File: src/rtl/stopwatch_ctrl_pkg.sv
// stopwatch_ctrl_pkg
// Definitions shared by the stopwatch front end and the counter stage:
// FSM state encodings, time field widths and a packed time record.
// No ports.
package stopwatch_ctrl_pkg;

   localparam int HOURS_W   = 4;
   localparam int MINUTES_W = 6;
   localparam int SECONDS_W = 6;
   localparam int MS_W      = 10;

   localparam logic [1:0] ST_IDLE    = 2'd0;
   localparam logic [1:0] ST_RUNNING = 2'd1;
   localparam logic [1:0] ST_PAUSED  = 2'd2;
   localparam logic [1:0] ST_LAP     = 2'd3;

   typedef struct packed {
      logic [HOURS_W-1:0]   hours;
      logic [MINUTES_W-1:0] minutes;
      logic [SECONDS_W-1:0] seconds;
      logic [MS_W-1:0]      milliseconds;
   } time_t;

   // The counter runs in RUNNING and in LAP. In LAP only the display is frozen.
   function automatic logic is_counting(input logic [1:0] st);
      return (st == ST_RUNNING) || (st == ST_LAP);
   endfunction

endpackage

File: src/rtl/stopwatch_ctrl_debounce.sv
// button_debounce
// This module conditions one raw push-button. The raw input passes through a
// two-flop synchronizer. A change is accepted only after the synchronized
// value has differed from the accepted level for DEBOUNCE_CYCLES
// consecutive cycles.
// Ports:
//   clk        in   system tick clock
//   reset      in   synchronous, active-high
//   btn_raw    in   asynchronous raw button, 1 = pressed
//   btn_level  out  debounced level
//   btn_press  out  one-cycle pulse on a debounced 0->1 edge
module button_debounce
   import stopwatch_ctrl_pkg::*;
#(
   parameter int DEBOUNCE_CYCLES = 20
) (
   input  logic clk,
   input  logic reset,
   input  logic btn_raw,
   output logic btn_level,
   output logic btn_press
);

   localparam int CNT_W = $clog2(DEBOUNCE_CYCLES + 1);
   localparam logic [CNT_W-1:0] CNT_LAST = CNT_W'(DEBOUNCE_CYCLES - 1);

   logic             sync_1;
   logic             sync_2;
   logic             level_q;
   logic [CNT_W-1:0] cnt;

   always_ff @(posedge clk) begin
      if (reset) begin
         sync_1    <= 1'b0;
         sync_2    <= 1'b0;
         btn_level <= 1'b0;
         level_q   <= 1'b0;
         cnt       <= '0;
      end else begin
         sync_1  <= btn_raw;
         sync_2  <= sync_1;
         level_q <= btn_level;
         // The counter holds the number of consecutive disagreeing samples.
         // It clears when the limit is reached, so it never wraps.
         if (sync_2 == btn_level) begin
            cnt <= '0;
         end else if (cnt == CNT_LAST) begin
            btn_level <= sync_2;
            cnt       <= '0;
         end else begin
            cnt <= cnt + 1'b1;
         end
      end
   end

   assign btn_press = btn_level & ~level_q;

endmodule

File: src/rtl/stopwatch_ctrl.sv
// stopwatch_ctrl
// This is the front end for the stopwatch counter. It debounces the two
// buttons and runs the start/pause/lap/reset sequencing. It also produces
// the display values, which are either live or frozen on a lap.
// Build option: define STOPWATCH_LAP_EN to include the LAP state and the
// frozen display. Without it, a reset/lap press while running is ignored
// and lap_active is tied low.
// Ports:
//   clk, reset                 tick clock, synchronous active-high reset
//   btn_start_stop             raw start/stop button
//   btn_reset_lap              raw reset/lap button
//   hours_in .. milliseconds_in  time fields from the counter
//   start_signal               counter enable
//   counter_reset              counter clear; held during reset, then a
//                              one-cycle pulse when PAUSED goes to IDLE
//   *_disp                     registered display values
//   lap_active                 display frozen
//   state                      current FSM state
//
// state      | meaning
// IDLE    0  | counter cleared and stopped
// RUNNING 1  | counting, display live
// PAUSED  2  | stopped, display live
// LAP     3  | counting, display frozen at the lap capture
module stopwatch_ctrl
   import stopwatch_ctrl_pkg::*;
#(
   parameter int DEBOUNCE_CYCLES = 20
) (
   input  logic                 clk,
   input  logic                 reset,
   input  logic                 btn_start_stop,
   input  logic                 btn_reset_lap,
   input  logic [HOURS_W-1:0]   hours_in,
   input  logic [MINUTES_W-1:0] minutes_in,
   input  logic [SECONDS_W-1:0] seconds_in,
   input  logic [MS_W-1:0]      milliseconds_in,
   output logic                 start_signal,
   output logic                 counter_reset,
   output logic [HOURS_W-1:0]   hours_disp,
   output logic [MINUTES_W-1:0] minutes_disp,
   output logic [SECONDS_W-1:0] seconds_disp,
   output logic [MS_W-1:0]      milliseconds_disp,
   output logic                 lap_active,
   output logic [1:0]           state
);

   logic       ss_level;
   logic       ss_press;
   logic       rl_level;
   logic       rl_press;
   logic [1:0] state_nx;
   logic       clear_nx;
   logic       hold_disp;

   button_debounce #(.DEBOUNCE_CYCLES(DEBOUNCE_CYCLES)) u_deb_start_stop (
      .clk       (clk),
      .reset     (reset),
      .btn_raw   (btn_start_stop),
      .btn_level (ss_level),
      .btn_press (ss_press)
   );

   button_debounce #(.DEBOUNCE_CYCLES(DEBOUNCE_CYCLES)) u_deb_reset_lap (
      .clk       (clk),
      .reset     (reset),
      .btn_raw   (btn_reset_lap),
      .btn_level (rl_level),
      .btn_press (rl_press)
   );

   // Start/stop has priority. When both buttons are pressed in the same
   // cycle, the reset/lap press is dropped.
   always_comb begin
      state_nx = state;
      clear_nx = 1'b0;
      if (ss_press) begin
         case (state)
            ST_IDLE:    state_nx = ST_RUNNING;
            ST_RUNNING: state_nx = ST_PAUSED;
            ST_PAUSED:  state_nx = ST_RUNNING;
            ST_LAP:     state_nx = ST_PAUSED;
            default:    state_nx = ST_IDLE;
         endcase
      end else if (rl_press) begin
         case (state)
            ST_RUNNING: begin
`ifdef STOPWATCH_LAP_EN
               state_nx = ST_LAP;
`else
               state_nx = ST_RUNNING;
`endif
            end
            ST_LAP:     state_nx = ST_RUNNING;
            ST_PAUSED: begin
               state_nx = ST_IDLE;
               clear_nx = 1'b1;
            end
            default:    state_nx = state;
         endcase
      end
   end

`ifdef STOPWATCH_LAP_EN
   // The display registers also act as the lap capture. They load *_in on
   // the edge that enters LAP, and then hold while the FSM stays in LAP.
   assign hold_disp = (state == ST_LAP) && (state_nx == ST_LAP);

   always_ff @(posedge clk) begin
      if (reset) lap_active <= 1'b0;
      else       lap_active <= (state_nx == ST_LAP);
   end
`else
   assign hold_disp  = 1'b0;
   assign lap_active = 1'b0;
`endif

   always_ff @(posedge clk) begin
      if (reset) begin
         state             <= ST_IDLE;
         start_signal      <= 1'b0;
         counter_reset     <= 1'b1;
         hours_disp        <= '0;
         minutes_disp      <= '0;
         seconds_disp      <= '0;
         milliseconds_disp <= '0;
      end else begin
         state         <= state_nx;
         start_signal  <= is_counting(state_nx);
         counter_reset <= clear_nx;
         if (!hold_disp) begin
            hours_disp        <= hours_in;
            minutes_disp      <= minutes_in;
            seconds_disp      <= seconds_in;
            milliseconds_disp <= milliseconds_in;
         end
      end
   end

endmodule
File: config.mk
export PLATFORM = sky130hd
export DESIGN_NAME = stopwatch_ctrl
export DESIGN_NICKNAME = d
export VERILOG_FILES = /design/src/rtl/stopwatch_ctrl_pkg.sv /design/src/rtl/stopwatch_ctrl_debounce.sv /design/src/rtl/stopwatch_ctrl.sv
export SDC_FILE = /design/constraint.sdc
export NUM_CORES = 1
export LEC_CHECK = 0
export BUFFER_PORTS_ARGS = -buffer_cell sky130_fd_sc_hd__buf_2
export CAP_MARGIN = 20
export CORE_ASPECT_RATIO = 0.7
export CORE_MARGIN = 2
export CORE_UTILIZATION = 46
export DETAILED_ROUTE_END_ITERATION = 7
export GPL_TIMING_DRIVEN = 1
export PLACE_DENSITY_LB_ADDON = 0.2
export SLEW_MARGIN = 15
export SYNTH_ARGS = -nofsm -noshare
export SYNTH_HDL_FRONTEND = slang
export SYNTH_SLANG_ARGS = --single-unit
File: constraint.sdc
create_clock -name clk -period 1.8 [get_ports clk]
set_clock_uncertainty 0.05 [all_clocks]
set_input_delay 0.09 -clock clk [delete_from_list [all_inputs] [get_ports clk]]
set_output_delay 0.09 -clock clk [all_outputs]
set_load 0.01 [all_outputs]
==> impl_metrics.toml, run 1 <==
[critical_path]
crit_slowest_cell = "nor4bb_1"
crit_path_end_kind = "flop"
crit_type = "reg2reg"
crit_path_start_kind = "flop"
crit_chain = "ha_1 -> nor4bb_1 -> mux2i_1 -> nor2_1"
crit_arrival_ns = 1.56
critical_path_required_ns = 1.92
max_stage_delay_ns = 0.40
path_max_fanout = 4

[synthesis]
synth_area_um2 = 1510
synth-main-ff-cell = "dfxtp_1"
postSynthAreaPerCell_um2 = 11.2
async_reset_ff_share_pct = 0
yosys_warnings = 0
synth_nets = 167
synthCells = 135
synth_cell_types = 30
synth_edf_count = 0
synth-seq-area-share_pct = 62.3
ys_seq_elements = 47

[sta]
maxClockFrequency_mhz = 691
setup_viol = 0
period_minus_slack_ns = 1.45
final.setup.tns_ns = 0
tightest_slew_ns = 0.672
period_share_pct = 80.4
drv_slew = 0
hold_violations = 0
grt_setup_unrepaired = "no"
max-slew-margin-rel_pct = 55.2

[power]
p_per_area_nw_per_um2 = 909
seqPwrFrac_pct = 53.9
power_frac_comb_pct = 8.5
power.share.clock_pct = 37.5
p_sw_share_pct = 21.0
vdd_ir_drop_max_v = 0.000604
power_switching_uw = 422
p_int_uw = 1590
leakagePower_uw = 0.00101

[placement]
numPortBuffers = 59
hpwlAfterDp_mm = 1.87
placed_cell_area_um2 = 1820
gp_congestion = 0.681

[cells_and_area]
layout-drive-gt1-share_pct = 30.4
nNetsFinal = 255
mostFrequentLayoutCells = "buf_2 (59), dfxtp_1 (47), nor2b_1 (34), dlygate4sd3_1 (28), nor2_1 (11)"
layout_commonest_cell = "buf_2"
n_antenna_cell = 0
area_delta_synth_final_pct = 46.6
stdcell_area_um2 = 2220

[floorplan]
start_util_pct = 48.0
die_height_um = 52.0
dieArea_um2 = 3770
rows = 17
coreArea_um2 = 3150
io_pins = 61
fp.dieW_um = 72.5

[route]
wl_mm = 3.16
wl_met3_um = 264
top_layer = "met4"
remaining_drc_errors = 0
num_vias = 1183
ant_nets = 0
wl_met2_mm = 1.48
vias_per_cell = 4.52
first_pass_iters = 4
drtIter0Drc = 33
wl_per_cell_um = 12.0
route.layer.met1.wl_mm = 1.38

[grt]
grt_max_degree = 41
grt_pass1_vias = 1175
grt_pass1_wl_mm = 5.06
grt.overflow.total = 0
track_usage_pct = 18.1
antenna_found_initial = 0

[cts]
numCtsBuffers = 5
post_cts_resized = 0
cts_root_buf = "clkbuf_8"
cts_setup_buffers = 0
clock_sinks = 47
cts_buffer_depth = 2
cts_hold_buf = 28
cts_tree = "done"
htreeDepth = 2
clock_latency_ns = 0.29
clkTransAtPathRegs_ns = 0.09

[outcome]
status = "finished, final reports clean"

[worst_hold_path]
hp-class = "in2reg"

[flow_run]
drv_cap = 0
==> cell type report <==
cell class                 instances  area, um^2
sequential                        47         941
clock buffer                       5        68.8
inverter                           5        18.8
multi-input combinational         77         520
clock inverter                     3        43.8
timing repair buffer              87         576
tap                               38        47.5
fill                             218         932
==> per-layer routing <==
metal | vias to the layer above | track usage (%)
met1 | 527 | 20.3
met2 | 48 | 31.5
met5 | - | 0
met3 | 5 | 7.36
met4 | 0 | 6.48
li1 | 603 | -
==> power by group through the flow <==
stage	clock [uW]	combinational (uW)	sequential, uW
after detailed placement	0	122	1110
after CTS	777	168	1090
after floorplan	0	41.1	1130
after global placement	0	119	1110
after global routing	821	188	1090
final	756	172	1090
==> path summary, 6_finish.rpt <==
check                                         start                                      to  slack (ns)  cells after the start
setup / recovery  u_deb_reset_lap.cnt[0]$_SDFF_PP0_  u_deb_reset_lap.btn_level$_SDFFE_PP0P_        0.35                      4
hold / removal                                reset                                    flop        0.27                      2
setup reg to reg  u_deb_reset_lap.cnt[0]$_SDFF_PP0_  u_deb_reset_lap.btn_level$_SDFFE_PP0P_        0.35                      4
hold reg to reg   u_deb_reset_lap.sync_1$_SDFF_PP0_       u_deb_reset_lap.sync_2$_SDFF_PP0_        0.39                      1
==> critical path: cells and delay by family, from the launching register on <==
| kind | cells | cell delay, ns |
|---|---|---|
| and+or+nand+nor | 2 | 0.45 |
| DFF | 1 | 0.36 |
| muxes | 1 | 0.24 |
| adders and majority gates | 1 | 0.22 |
==> synthesized netlist by cell type (2+ instances only) <==
library cell,n,area (um^2)
mux2i_1,2,20.0
nor2b_1,34,213
buf_1,2,7.51
xnor2_1,4,35.0
nor2_1,11,41.3
inv_1,5,18.8
xor2_1,3,26.3
ha_1,2,25.0
buf_4,2,15.0
nand2b_1,2,12.5
nand3_1,2,10.0
dfxtp_1,47,941
nand3b_1,2,15.0
==> registers in the layout (all words and copies together), names as in the netlist, named ones only <==
name / flops
u_deb_reset_lap.sync_1: 1
u_deb_start_stop.sync_1: 1
u_deb_reset_lap.cnt: 5
minutes_disp: 6
counter_reset: 1
u_deb_start_stop.sync_2: 1
u_deb_reset_lap.level_q: 1
u_deb_start_stop.btn_level: 1
u_deb_start_stop.cnt: 5
seconds_disp: 6
u_deb_reset_lap.sync_2: 1
u_deb_start_stop.level_q: 1
hours_disp: 4
u_deb_reset_lap.btn_level: 1
milliseconds_disp: 10
==> cells by family (layout without fill, tap and decap cells) <==
group	Yosys count	in the layout	synth area share, %
AO/OA/AOI/OAI	6	6	2.98
adder cells (fa/ha/maj)	2	2	1.66
AND/OR/NAND/NOR	59	59	24.2
flip-flops	47	47	62.3
buffers and inverters	11	100	3.31
other	1	1	0.248
multiplexers	2	2	1.32
XOR/XNOR	7	7	4.06
==> per-stage QoR <==
stage | hold WS, ns | util [%] | std cells | setup WS [ns] | total power (uW)
2_1_floorplan | 0.168 | - | 135 | 0.499 | 1170
3_3_place_gp | 0.248 | 57.9 | 226 | 0.436 | 1230
3_5_place_dp | 0.252 | 57.9 | 226 | 0.361 | 1230
4_1_cts | 0.264 | 70.4 | 262 | 0.348 | 2030
5_1_grt | 0.301 | 70.4 | 262 | 0.228 | 2100
6_report | 0.272 | 70.4 | 262 | 0.352 | 2010
(Power assumes the default switching activity.)
==> run 2: changes to the inputs <==
--- a/config.mk
+++ b/config.mk
@@ -5,11 +5,12 @@
 export SDC_FILE = /design/constraint.sdc
 export NUM_CORES = 1
 export LEC_CHECK = 0
+export ABC_AREA = 1
 export BUFFER_PORTS_ARGS = -buffer_cell sky130_fd_sc_hd__buf_2
 export CAP_MARGIN = 20
 export CORE_ASPECT_RATIO = 0.7
 export CORE_MARGIN = 2
-export CORE_UTILIZATION = 46
+export CORE_UTILIZATION = 47
 export DETAILED_ROUTE_END_ITERATION = 7
 export GPL_TIMING_DRIVEN = 1
 export PLACE_DENSITY_LB_ADDON = 0.2
==> constraint.sdc (replaced) <==
create_clock -name clk -period 1.5 [get_ports clk]
set_clock_uncertainty 0.05 [all_clocks]
set_input_delay 0.075 -clock clk [delete_from_list [all_inputs] [get_ports clk]]
set_output_delay 0.075 -clock clk [all_outputs]
set_load 0.01 [all_outputs]
==> impl_metrics.toml, run 2 <==
[outcome]
status = "finished, final reports clean"

[critical_path]
crit_path_end_kind = "flop"
max_stage_delay_ns = 0.39
critical_path_required_ns = 1.64
crit_arrival_ns = 1.36
crit_slowest_cell = "dfxtp_1"
r2r_slack_ns = 0.28
crit_chain = "ha_1 -> inv_1 -> nor2_2 -> nand2_2 -> nand3_2 -> nor2_1"
crit_type = "reg2reg"
crit_path_start_kind = "flop"
path_max_fanout = 5

[power]
power.share.clock_pct = 32.9
p_int_uw = 1770
seqPwrFrac_pct = 57.4
p_per_area_nw_per_um2 = 1000
power_frac_comb_pct = 9.7
vdd_ir_drop_max_v = 0.000827
power_switching_uw = 500
leakagePower_uw = 0.00118
p_sw_share_pct = 22.0

[grt]
track_usage_pct = 19.7
grt_pass1_wl_mm = 5.50
antenna_found_initial = 0
grt_max_degree = 26
grt_pass1_vias = 1275
grt.overflow.total = 0

[cells_and_area]
nNetsFinal = 316
area_delta_synth_final_pct = 42.5
mostFrequentLayoutCells = "buf_2 (59), nor2_1 (52), dfxtp_1 (47), inv_1 (46), dlygate4sd3_1 (28)"
fin_cells = 322
n_antenna_cell = 0
layout-drive-gt1-share_pct = 26.1
layout_commonest_cell = "buf_2"
reg_top3 = "milliseconds_disp (10), minutes_disp (6), seconds_disp (6)"
top_register = "milliseconds_disp"
largest_register_ffs = 10

[sta]
maxClockFrequency_mhz = 820
hold_violations = 0
period_share_pct = 81.3
setup_viol = 0
drv_slew = 0
final.setup.tns_ns = 0
period_minus_slack_ns = 1.22
grt_setup_unrepaired = "no"

[synthesis]
async_reset_ff_share_pct = 0
synth_area_um2 = 1590
netlist.area_leader.share_pct = 59.1
yosysMostFrequentCell = "nor2_1"
ys_seq_elements = 47
yosys_warnings = 0
synthCells = 195
postSynthAreaPerCell_um2 = 8.16
synth_area_leaders = "dfxtp_1 (59%), nor2_1 (12%), inv_1 (11%)"
synth-seq-area-share_pct = 59.1
synth_cell_types = 16
synth_edf_count = 0
yosysTopAreaCell = "dfxtp_1"
synth_nets = 227
synth_commonest_cells = "nor2_1 (52), dfxtp_1 (47), inv_1 (46)"
synth-main-ff-cell = "dfxtp_1"

[floorplan]
io_pins = 61
coreArea_um2 = 3190
fp.dieW_um = 73.6
dieArea_um2 = 3870
die_height_um = 52.7
start_util_pct = 49.9
rows = 17

[route]
vias_per_cell = 4.34
wl_mm = 3.55
num_vias = 1396
remaining_drc_errors = 0
wl_per_cell_um = 11.0
ant_nets = 0
drtIter0Drc = 65
first_pass_iters = 5

[cts]
htreeDepth = 2
cts_tree = "done"
cts_hold_buf = 28
post_cts_resized = 0
clkTransAtPathRegs_ns = 0.08
numCtsBuffers = 5
cts_buffer_depth = 2
cts_root_buf = "clkbuf_8"
cts_setup_buffers = 0
clock_sinks = 47
clock_latency_ns = 0.29

[placement]
dp_cells = 287
hpwlAfterDp_mm = 2.01
gp_congestion = 0.700
numPortBuffers = 59

[worst_hold_path]
hp-class = "in2reg"

[flow_run]
drv_cap = 0
==> run 2: cells by family (layout without fill, tap and decap cells) <==
group,after synthesis,count (layout),synth area share (%)
and+or+nand+nor,88,88,23.6
buffers and inverters,52,141,13.4
DFF,47,47,59.1
AOI/OAI and AO/OA,3,3,0.943
adders and majority gates,2,2,1.57
xor gates and xnor gates,2,2,1.10
other,1,1,0.236
==> run 2: metrics by stage <==
stage / total power (uW) / hold slack (ns) / setup WS (ns) / utilization (%) / cell area, um^2
3_5_place_dp: 1490 / 0.231 / 0.295 / 59.6 / 1900
3_3_place_gp: 1490 / 0.223 / 0.340 / 59.6 / 1900
2_1_floorplan: 1410 / 0.132 / 0.417 / - / 1590
5_1_grt: 2360 / 0.168 / 0.180 / 71.1 / 2270
4_1_cts: 2290 / 0.143 / 0.281 / 71.1 / 2270
6_report: 2270 / 0.147 / 0.281 / 71.1 / 2270
==> run 2: worst max-delay path: cells and delay by family, from the launching register on <==
kind	cells	cell delay, ns
flip-flops	1	0.39
adder cells (fa/ha/maj)	1	0.25
buffers and inverters	1	0.07
AND/OR/NAND/NOR	4	0.36
==> run 2: cell type report <==
type / count / area, um^2
clock buffers: 6 / 82.6
repair buffers: 88 / 583
fillers: 240 / 922
inverters: 46 / 173
flip-flops and latches: 47 / 941
well taps: 38 / 47.5
multi-input cells: 96 / 437
clock inverters: 1 / 5.00
==> run 2: path summary, 6_finish.rpt <==
kind                                            from  cells past startpoint                                  to
setup / recovery   u_deb_reset_lap.cnt[0]$_SDFF_PP0_                      6   u_deb_reset_lap.cnt[2]$_SDFF_PP0_
hold / removal                                 reset                      2          seconds_disp[2]$_SDFF_PP0_
setup reg to reg   u_deb_reset_lap.cnt[0]$_SDFF_PP0_                      6   u_deb_reset_lap.cnt[2]$_SDFF_PP0_
hold reg to reg   u_deb_start_stop.sync_1$_SDFF_PP0_                      2  u_deb_start_stop.sync_2$_SDFF_PP0_
==> run 2: power by group through the flow <==
stage	sequential [uW]	clock, uW	combinational [uW]
after floorplan	1350	0	57.1
after global routing	1310	813	242
final	1300	747	221
after detailed placement	1330	0	157
after CTS	1300	778	212
after global placement	1330	0	154
==> run 2: layer usage <==
layer	up-vias	part of all wire, %	routed length, um	track usage, %
met2	51	46	1610	30.8
met4	0	3.9	138	13.0
met3	13	7.4	262	7.88
met1	596	43	1530	22.2
met5	-	0	0	0
li1	736	-	-	-
==> run 3: changes to the inputs <==
--- a/config.mk
+++ b/config.mk
@@ -5,12 +5,12 @@
 export SDC_FILE = /design/constraint.sdc
 export NUM_CORES = 1
 export LEC_CHECK = 0
-export ABC_AREA = 1
+export ABC_AREA = 0
 export BUFFER_PORTS_ARGS = -buffer_cell sky130_fd_sc_hd__buf_2
 export CAP_MARGIN = 20
 export CORE_ASPECT_RATIO = 0.7
 export CORE_MARGIN = 2
-export CORE_UTILIZATION = 47
+export CORE_UTILIZATION = 46
 export DETAILED_ROUTE_END_ITERATION = 7
 export GPL_TIMING_DRIVEN = 1
 export PLACE_DENSITY_LB_ADDON = 0.2
==> constraint.sdc (replaced) <==
create_clock -name clk -period 1.2 [get_ports clk]
set_clock_uncertainty 0.05 [all_clocks]
set_input_delay 0.06 -clock clk [delete_from_list [all_inputs] [get_ports clk]]
set_output_delay 0.06 -clock clk [all_outputs]
set_load 0.01 [all_outputs]
==> impl_metrics.toml, run 3 (same netlist as run 1, synthesis figures left out) <==
[floorplan]
rows = 17
die_height_um = 52.0
dieArea_um2 = 3770
fp.dieW_um = 72.5
io_pins = 61
coreArea_um2 = 3150
start_util_pct = 48.0

[placement]
gp_congestion = 0.739
hpwlAfterDp_mm = 1.99
numPortBuffers = 59

[sta]
period_minus_slack_ns = 1.28
setup_viol = 9
period_share_pct = 106
maxClockFrequency_mhz = 783
hold_violations = 0
drv_slew = 0
setup_ws_ns = -0.0779
grt_setup_unrepaired = "yes"
fin_hold_ws_ns = 0.0710

[cells_and_area]
top_register = "milliseconds_disp"
mostFrequentLayoutCells = "buf_2 (59), dfxtp_1 (42), nor2b_1 (34), dlygate4sd3_1 (28), buf_4 (10)"
layout-drive-gt1-share_pct = 38.9
fill_cells = 231
largest_register_ffs = 10
nNetsFinal = 265
post-route-util_pct = 74.0
n_antenna_cell = 0
area_delta_synth_final_pct = 54.1
layout_commonest_cell = "buf_2"
seqCellArea_um2 = 947
reg_top3 = "milliseconds_disp (10), minutes_disp (6), seconds_disp (6)"
multi_input_area_um2 = 583

[route]
first_pass_iters = 4
vias_per_cell = 4.59
remaining_drc_errors = 0
drtIter0Drc = 39
wl_mm = 3.38
ant_nets = 0
num_vias = 1249
wl_per_cell_um = 12.4

[cts]
htreeDepth = 2
clock_latency_ns = 0.28
cts_tree = "done"
cts_buffer_depth = 2
clock_sinks = 47
cts_root_buf = "clkbuf_8"
numCtsBuffers = 5
clkTransAtPathRegs_ns = 0.08

[critical_path]
crit_type = "reg2reg"
max_stage_delay_ns = 0.38
crit_chain = "ha_4 -> and4bb_1 -> or3_4 -> nor2_4"
crit_slowest_cell = "or3_4"
path_max_fanout = 4
crit_path_end_kind = "flop"
crit_arrival_ns = 1.46
crit_path_start_kind = "flop"
critical_path_required_ns = 1.38

[grt]
track_usage_pct = 20.1
grt_pass1_wl_mm = 5.57
grt_pass1_vias = 1253
grt_max_degree = 29
grt.overflow.total = 0
antenna_found_initial = 0

[power]
vdd_ir_drop_max_v = 0.000776
p_per_area_nw_per_um2 = 1190
leakagePower_uw = 0.00105
power_uw = 2770

[outcome]
status = "finished, violations left"
violations = "negative setup slack"

[flow_run]
drv_cap = 0

[worst_hold_path]
hp-class = "in2reg"
-- run 3: cell types whose count changed in the layout (fill, tap and decap cells not counted), sizes merged, moves of 2 or more --
cell | before | now
inv | 46 | 5
nand3b | 0 | 2
nor2 | 55 | 11
xnor2 | 2 | 4
xor2 | 0 | 3
nor2b | 0 | 34
nand3 | 10 | 2
mux2i | 0 | 2
a21oi | 3 | 1
nand2 | 19 | 1
nand4 | 4 | 0
buf | 60 | 69
nand2b | 0 | 2
-- run 3: path summary, 6_finish.rpt --
path,startpoint,to,slack [ns],depth (start not counted)
setup reg to reg,u_deb_start_stop.cnt[1]$_SDFF_PP0_,u_deb_start_stop.cnt[3]$_SDFF_PP0_,-0.08,4
hold reg to reg,u_deb_start_stop.sync_1$_SDFF_PP0_,u_deb_start_stop.sync_2$_SDFF_PP0_,0.39,1
hold / removal,reset,flop,0.07,2
setup / recovery,u_deb_start_stop.cnt[1]$_SDFF_PP0_,u_deb_start_stop.cnt[3]$_SDFF_PP0_,-0.08,4
-- run 3: per-layer routing --
layer / global-route usage, % / share of wire, % / up-vias
met3: 6.78 / 5.7 / 8
met2: 38.7 / 54 / 44
met5: 0 / 0 / -
met4: 7.10 / 1.5 / 0
met1: 20.3 / 38 / 579
li1: - / - / 618
-- run 3: power by group --
group	internal, uW	switching [uW]
sequential	1610	14.8
clock	409	460
combinational	161	108
total	2180	583
-- run 3: worst max-delay path, delay by kind of cell (launching register included) --
| kind | cells | cell delay, ns |
|---|---|---|
| fa+ha+maj | 1 | 0.15 |
| simple gates | 3 | 0.69 |
| flops | 1 | 0.34 |
-- run 3: timing repair --
| action | CTS | global route |
|---|---|---|
| resized for setup | 6 | 5 |
| pin swaps | 5 | 3 |
| hold endpoints to repair | 28 | 0 |
| hold buffers | 28 | 0 |
| setup buffers | 2 | 0 |
| endpoints found under the setup margin | 8 | 12 |
| gates cloned | 0 | 0 |
-- run 3: metrics by stage --
step,setup TNS [ns],instance area (um^2),worst slack [ns],std cells
after global routing,-1.04,2330,-0.127,272
final,-0.571,2330,-0.0779,272
after global placement,-0.231,1920,-0.0543,234
after detailed placement,-0.609,1920,-0.102,234
after floorplan,-0.202,1550,-0.0394,135
after CTS,-0.587,2310,-0.0780,272
-- run 3: area by class of cell --
type | count | area share (%)
Clock buffer | 7 | 3.28
Sequential cell | 47 | 40.7
Inverter | 5 | 0.806
Timing Repair Buffer | 97 | 27.9
Clock inverter | 1 | 0.215
Multi-Input combinational cell | 77 | 25.0
Tap cell | 38 | 2.04
